## src/rtl/uart_tx_fifo.sv

```systemverilog
// Byte-oriented UART transmitter (8N1) with a small input FIFO and a valid/ready write port.
// Define UART_TX_PARITY_EN to insert an even parity bit, making frames 8E1.
module uart_tx_fifo #(
  parameter logic [23:0] baud_rate  = 24'd4000000,
  parameter logic [27:0] clock_freq = 28'd50000000,
  parameter int          FIFO_DEPTH = 4
) (
  input  logic                          uart_clock,
  input  logic                          uart_reset,
  input  logic [7:0]                    uart_d_in,
  input  logic                          uart_valid_in,
  output logic                          uart_ready,
  output logic                          uart_d_out,
  output logic                          uart_busy,
  output logic [$clog2(FIFO_DEPTH):0]   uart_fifo_level
);

  localparam int BIT_CYCLES = int'(clock_freq / baud_rate);
  localparam int CNT_W      = $clog2(BIT_CYCLES);
  localparam int PTR_W      = $clog2(FIFO_DEPTH);
  localparam int LVL_W      = PTR_W + 1;
  localparam logic [CNT_W-1:0] CNT_LAST = CNT_W'(BIT_CYCLES - 1);
  localparam logic [LVL_W-1:0] LVL_FULL = LVL_W'(FIFO_DEPTH);

  typedef enum logic [2:0] {
    ST_IDLE   = 3'd0,
    ST_START  = 3'd1,
    ST_DATA   = 3'd2,
    ST_STOP   = 3'd3
`ifdef UART_TX_PARITY_EN
    ,
    ST_PARITY = 3'd4
`endif
  } state_t;

  logic [7:0]       fifo_mem [FIFO_DEPTH];
  logic [PTR_W-1:0] wr_ptr;
  logic [PTR_W-1:0] rd_ptr;
  logic [LVL_W-1:0] level;
  state_t           state;
  logic [CNT_W-1:0] cycle_cnt;
  logic [2:0]       bit_idx;
  logic [7:0]       shift_reg;
  logic             push;
  logic             pop;
  logic             bit_done;

  assign uart_ready      = (level != LVL_FULL);
  assign uart_fifo_level = level;
  assign uart_busy       = (state != ST_IDLE) || (level != '0);
  assign push            = uart_valid_in && uart_ready;
  assign bit_done        = (cycle_cnt == CNT_LAST);
  // The head is consumed from IDLE, or at stop-bit expiry so frames run back to back.
  assign pop             = (level != '0) &&
                           ((state == ST_IDLE) || ((state == ST_STOP) && bit_done));

  // Payload storage carries no reset; pointers and level define what is valid.
  always_ff @(posedge uart_clock) begin
    if (push) fifo_mem[wr_ptr] <= uart_d_in;
    if (pop)  shift_reg <= fifo_mem[rd_ptr];
  end

  always_ff @(posedge uart_clock) begin
    if (uart_reset) begin
      wr_ptr     <= '0;
      rd_ptr     <= '0;
      level      <= '0;
      state      <= ST_IDLE;
      cycle_cnt  <= '0;
      bit_idx    <= '0;
      uart_d_out <= 1'b1;
    end else begin
      if (push) wr_ptr <= wr_ptr + PTR_W'(1);
      if (pop)  rd_ptr <= rd_ptr + PTR_W'(1);
      case ({push, pop})
        2'b10:   level <= level + LVL_W'(1);
        2'b01:   level <= level - LVL_W'(1);
        default: level <= level;
      endcase

      case (state)
        ST_IDLE: begin
          cycle_cnt <= '0;
          bit_idx   <= '0;
          if (pop) begin
            uart_d_out <= 1'b0;
            state      <= ST_START;
          end else begin
            uart_d_out <= 1'b1;
          end
        end
        ST_START: begin
          if (bit_done) begin
            cycle_cnt  <= '0;
            bit_idx    <= '0;
            uart_d_out <= shift_reg[0];
            state      <= ST_DATA;
          end else begin
            cycle_cnt <= cycle_cnt + CNT_W'(1);
          end
        end
        ST_DATA: begin
          if (bit_done) begin
            cycle_cnt <= '0;
            if (bit_idx == 3'd7) begin
`ifdef UART_TX_PARITY_EN
              uart_d_out <= ^shift_reg;
              state      <= ST_PARITY;
`else
              uart_d_out <= 1'b1;
              state      <= ST_STOP;
`endif
            end else begin
              bit_idx    <= bit_idx + 3'd1;
              uart_d_out <= shift_reg[bit_idx + 3'd1];
            end
          end else begin
            cycle_cnt <= cycle_cnt + CNT_W'(1);
          end
        end
`ifdef UART_TX_PARITY_EN
        ST_PARITY: begin
          if (bit_done) begin
            cycle_cnt  <= '0;
            uart_d_out <= 1'b1;
            state      <= ST_STOP;
          end else begin
            cycle_cnt <= cycle_cnt + CNT_W'(1);
          end
        end
`endif
        ST_STOP: begin
          if (bit_done) begin
            cycle_cnt <= '0;
            bit_idx   <= '0;
            if (pop) begin
              uart_d_out <= 1'b0;
              state      <= ST_START;
            end else begin
              uart_d_out <= 1'b1;
              state      <= ST_IDLE;
            end
          end else begin
            cycle_cnt <= cycle_cnt + CNT_W'(1);
          end
        end
        default: begin
          uart_d_out <= 1'b1;
          state      <= ST_IDLE;
        end
      endcase
    end
  end

endmodule

```

## config.mk

```make
export PLATFORM = sky130hd
export DESIGN_NAME = uart_tx_fifo
export DESIGN_NICKNAME = d
export VERILOG_FILES = /design/src/rtl/uart_tx_fifo.sv
export SDC_FILE = /design/constraint.sdc
export NUM_CORES = 1
export LEC_CHECK = 0
export BUFFER_PORTS_ARGS = -buffer_cell sky130_fd_sc_hd__buf_2
export CORE_MARGIN = 2
export CORE_UTILIZATION = 53
export DETAILED_ROUTE_END_ITERATION = 10
export PLACE_DENSITY = 0.85
export SETUP_SLACK_MARGIN = 0.05
export SKIP_LAST_GASP = 1
export SYNTH_ARGS = -nofsm -noshare
export SYNTH_HDL_FRONTEND = slang
export SYNTH_SLANG_ARGS = --single-unit
```

## constraint.sdc

```tcl
create_clock -name uart_clock -period 2.5 [get_ports uart_clock]
set_input_delay 0.5 -clock uart_clock [delete_from_list [all_inputs] [get_ports uart_clock]]
set_output_delay 0.5 -clock uart_clock [all_outputs]
set_load 0.005 [all_outputs]
```

==> metrics, run 1 <==
run status complete, no violations; CTS Buffer Depth 2; Mean Syn Cell Area 14.2 µm²; delay-heaviest family, CP simple AND/OR/NAND/NOR gates; critical path, cell by cell inv_1 -> ha_1 -> buf_4 -> or4b_1 -> buf_2; post-synth top area share 47.4%; PortBufs 16; worst clock skew 0.00945 ns; CP max FO 6; R2R depth 9; GR peak layer met2; GRT Overall Usage 17.9%; starting density of the core 54.4%; Final period util 91.8%; clock insertion delay at the later pin of the skew report 0.32 ns; Final Max Slew Viols 0; CTS Buf Count 9; most frequent cell after synthesis edfxtp_1; buffer and inverter count on the worst path 3; Detail Placement HPWL 2.88 mm; initial antenna violation count 0; number of fill cells 339; Setup Fix Bufs, Post-CTS 0; RSZ-0062 raised after global routing false; post-synthesis sequential area ratio 60.8%; Residual DRC 0; Rows 25; die width 73.2 µm; Core Region 0.00466 mm²; first-pass GRT wire length 6.83 mm; drt wl/cell 15.9 µm; met3 usage 3.73%; nets@finish 226; Critical Path AT 1.80 ns; CP max stage cell or4b_1; Post-synth EDFFs 40; clock-pin slew on the worst setup and hold paths 0.07 ns; Setup crit start kind flip-flop; largest cells by area after synthesis edfxtp_1, dfxtp_1, mux4_2; total power 3.32 mW; design area 0.00290 mm²; GRT met2 Usage 28.5%; crit path capture type output pin; Syn. warnings 0; vias in the first global route 1486; synthesized area 0.00254 mm²; Net Count, Synth 203; worst hold path type input port to flip-flop; total global routing overflow 0; r2r setup slk 0.24 ns; measured slew at the worst slew-check pin 0.620 ns; synthesized flop and latch total 57; Hold Fails Final Rpt 0; drt pass-1 iters 4; hold path cells 1; layout cells sized above 1 25.1%; WP data required 2.00 ns; max reg flops 32; CTS tree done; # IOs 17; hold slack 0.392 ns; Cell Area, Placed 0.00269 mm²; Hold Startpoint uart_d_in[6]; Initial DRC Count 91; worst reg2reg startpoint state[0]$_SDFFE_PP0P_; relative slew slack 58.6%; global placer's final weighted congestion 0.776; antenna-violating nets left 0; diode count 0; Die H 73.2 µm; critical path's largest stage delay 0.50 ns; reg2reg end uart_fifo_level[2]$_SDFFE_PP0P_; synth cell count leaders edfxtp_1, dfxtp_1, nor2_1; PwrDens 1140 mW/mm²; Max Cap Violations 0; die area 0.00535 mm²; Final Setup Violations 0; area delta synth->final 14.5%; detailed-route via count 1485; H-tree depth 3; Hold EP fifo_mem[3][6]$_DFFE_PP_; max frequency 436 MHz; Root Driver clkbuf_8; Cell variety after synth 46; pin count of the biggest net entering global routing 19; Leak 1.08 nW; Clock Sinks 57; setup tns final 0 ns; VDD IR max 0.574 mV; Routed Wire Length 4.15 mm; Most used DFF post-synth edfxtp_1; critical path type flip-flop to output pin; asr flop ratio synth 0%; synthesized instance count 179; Tmin final 2.30 ns; met1 Usage GRT 22.0%; Vias/cell 5.69; cell taking the most area after synthesis edfxtp_1
-- how the worst max path moves through the flow --
stage                                                 end  cells past startpoint                             from  slack (ns)
after floorplan           uart_fifo_level[2]$_SDFFE_PP0P_                     10            state[0]$_SDFFE_PP0P_         0.1
after global placement    uart_fifo_level[2]$_SDFFE_PP0P_                      7  uart_fifo_level[2]$_SDFFE_PP0P_        0.31
after detailed placement  uart_fifo_level[2]$_SDFFE_PP0P_                      7                    uart_valid_in        0.22
after CTS                 uart_fifo_level[2]$_SDFFE_PP0P_                      9            state[0]$_SDFFE_PP0P_        0.20
after global routing      uart_fifo_level[2]$_SDFFE_PP0P_                      9            state[0]$_SDFFE_PP0P_        0.07
final                                           uart_busy                      5            state[1]$_SDFFE_PP0P_        0.20
-- power by group --
group / internal (mW) / switching, mW / total [mW]
registers: 1.26 / 0.130 / 1.39
logic: 0.486 / 0.514 / 1.00
clock network: 0.558 / 0.366 / 0.924
-- through the flow --
step	util (%)	setup slack, ns	instances
finish	62.3	0.205	261
global placement	57.6	0.306	245
detailed placement	57.6	0.218	245
global route	62.3	0.0652	261
floorplan	-	0.0978	179
CTS	62.3	0.203	261
-- per-layer routing --
layer | up-vias | share of wire, %
met4 | 0 | 1.5
met5 | - | 0
met3 | 4 | 3.2
met2 | 28 | 52
li1 | 727 | -
met1 | 726 | 43
-- cell usage in the layout (no fill, tap or decap), types with 5 or more instances in the layout --
cell type	synthesis	routed
dfxtp_1	17	17
a21oi_1	5	5
buf_2	2	16
inv_1	8	7
clkbuf_8	0	9
mux4_2	10	10
and3_1	6	6
nand2_1	8	8
nor2_1	13	13
nand3_1	6	6
edfxtp_1	40	40
ha_1	12	12
-- what timing repair did --
item,CTS,global route
hold buffers,0,0
resized for setup,0,1
endpoints found under the setup margin,0,1
-- logic make-up (layout without fill, tap and decap cells) --
kind of cell	count (synthesis)	in the layout	synth area share, %
flops	57	57	60.8
simple gates	49	49	10.3
compound gates	26	26	7.60
buf+inv	16	44	2.47
mux	15	15	11.1
fa+ha+maj	13	13	6.71
xor+xnor	3	3	1.04
-- area by class of cell --
cell class	count	area [µm²]	share of cell area, %
Sequential cell	57	1540	53.1
Multi-Input combinational cell	106	936	32.2
Clock buffer	9	124	4.27
Timing Repair Buffer	20	110	3.79
Clock inverter	7	95.1	3.27
Tap cell	54	67.6	2.33
Inverter	8	30.0	1.03
Note: power is estimated with default switching activity, not from simulation.
==> run 2, diff against run 1 <==
--- a/config.mk
+++ b/config.mk
@@ -6,10 +6,10 @@
 export NUM_CORES = 1
 export LEC_CHECK = 0
 export BUFFER_PORTS_ARGS = -buffer_cell sky130_fd_sc_hd__buf_2
-export CORE_MARGIN = 2
+export CORE_MARGIN = 3
 export CORE_UTILIZATION = 53
 export DETAILED_ROUTE_END_ITERATION = 10
-export PLACE_DENSITY = 0.85
+export PLACE_DENSITY = 0.74
 export SETUP_SLACK_MARGIN = 0.05
 export SKIP_LAST_GASP = 1
 export SYNTH_ARGS = -nofsm -noshare
==> run 2 against run 1 <==
Against the previous run:
- first-iteration DRC count down 24%
- sequential cell count is the same
- hold slack worse by 0.0097 ns
- combinational power about the same
- register-to-register slack is essentially flat
- sequential power hardly changed
- core utilization increased by 1.6 points
- critical path depth did not move
- largest cell class unchanged
- total power fell by 3.1%
- final cell count decreased by 0.77%
- via count up 1.1%
- critical endpoint unchanged
==> metrics, run 2 (synthesis gave the netlist of run 1 again) <==
run status complete, no violations; vias in the first global route 1523; worst clock skew 0.00787 ns; # IOs 17; max reg flops 32; hold path cells 1; Hold Fails Final Rpt 0; initial antenna violation count 0; crit path capture type output pin; number of fill cells 332; nets@finish 226; die width 75.2 µm; Initial DRC Count 69; Max Cap Violations 0; antenna-violating nets left 0; Final period util 93.8%; H-tree depth 3; CTS Buffer Depth 2; hold buffers post-CTS 0; CTS Buf Count 9; Residual DRC 0; Root Driver clkbuf_8; setup tns final 0 ns; Setup crit start kind flip-flop; Clock Sinks 57; PortBufs 16; Routed Wire Length 4.49 mm; starting density of the core 56.7%; Leak 1.07 nW; Final Max Slew Viols 0; Rows 24; area delta synth->final 12.8%; relative slew slack 58.0%; Final Setup Violations 0; commonest non-fill, non-tap cell in the layout edfxtp_1; PwrDens 1120 mW/mm²; WP data required 2.00 ns; most frequent cells in the layout edfxtp_1, dfxtp_1, buf_2; critical path type flip-flop to output pin; global placer's final weighted congestion 0.798; VDD IR max 0.656 mV; max frequency 427 MHz; Die H 75.2 µm; worst hold path type input port to flip-flop; RSZ-0062 raised after global routing false; Detail Placement HPWL 3.07 mm; clock-pin slew on the worst setup and hold paths 0.06 ns; CP max FO 6; Critical Path AT 1.84 ns; CTS tree done; layout cells sized above 1 23.7%; total power 3.21 mW; R2R depth 9; total global routing overflow 0; pin count of the biggest net entering global routing 19; first-pass GRT wire length 7.45 mm; drt pass-1 iters 5; drt wl/cell 17.3 µm; GRT Overall Usage 18.4%; Vias/cell 5.80; Tmin final 2.34 ns; diode count 0; Setup Fix Bufs, Post-CTS 0; detailed-route via count 1501; clock insertion delay at the later pin of the skew report 0.33 ns; measured slew at the worst slew-check pin 0.629 ns; die area 0.00565 mm²; Core Region 0.00447 mm²
-- run 2: per-stage QoR --
stage	area [µm²]	worst slack, ns	util (%)	cells	hold slack [ns]
3_5_place_dp	2680	0.149	60.0	243	0.487
4_1_cts	2860	0.105	64.0	259	0.371
2_1_floorplan	2540	0.0978	-	179	0.465
6_report	2860	0.156	64.0	259	0.383
3_3_place_gp	2680	0.331	60.0	243	0.478
5_1_grt	2860	0.0943	64.0	259	0.379
-- run 2: final timing paths --
path,startpoint,end,slack (ns)
max,state[0]$_SDFFE_PP0P_,uart_busy,0.16
min,uart_d_in[6],fifo_mem[1][6]$_DFFE_PP_,0.38
max reg2reg,state[0]$_SDFFE_PP0P_,uart_fifo_level[2]$_SDFFE_PP0P_,0.23
min reg2reg,cycle_cnt[1]$_SDFFE_PP0P_,cycle_cnt[1]$_SDFFE_PP0P_,0.49
-- run 2: layout make-up --
class,count,area (µm²),share of cell area (%)
clock buffer,12,135,4.72
clock inverter,4,43.8,1.53
inverter,8,30.0,1.05
multi-input combinational,106,936,32.7
sequential,57,1540,53.9
tap,52,65.1,2.27
timing repair buffer,20,110,3.85
-- run 2: routing by layer --
| layer | vias up | part of all wire [%] | GRT usage [%] |
|---|---|---|---|
| met2 | 30 | 51 | 29.8 |
| met1 | 731 | 43 | 22.7 |
| met4 | 0 | 3.0 | 7.57 |
| li1 | 729 | - | - |
| met5 | - | 0 | 0 |
| met3 | 11 | 3.6 | 6.41 |
-- run 2: where the power goes --
group	total (mW)	leakage [nW]	switching [mW]	internal, mW
Clock	0.795	0.0918	0.340	0.454
Sequential	1.40	0.508	0.136	1.26
Combinational	1.02	0.470	0.529	0.492
-- run 2: repair_timing --
item / CTS / global route
resized for setup: 0 / 2
setup endpoints to repair: 0 / 1
hold endpoints to repair: 0 / 0
-- run 2: critical path, cell delays in order, from the launching register on --
cell and delay, ns:
dfxtp_1 0.35, inv_1 0.13, ha_1 0.22, buf_4 0.16
or4b_1 0.50, buf_2 0.16
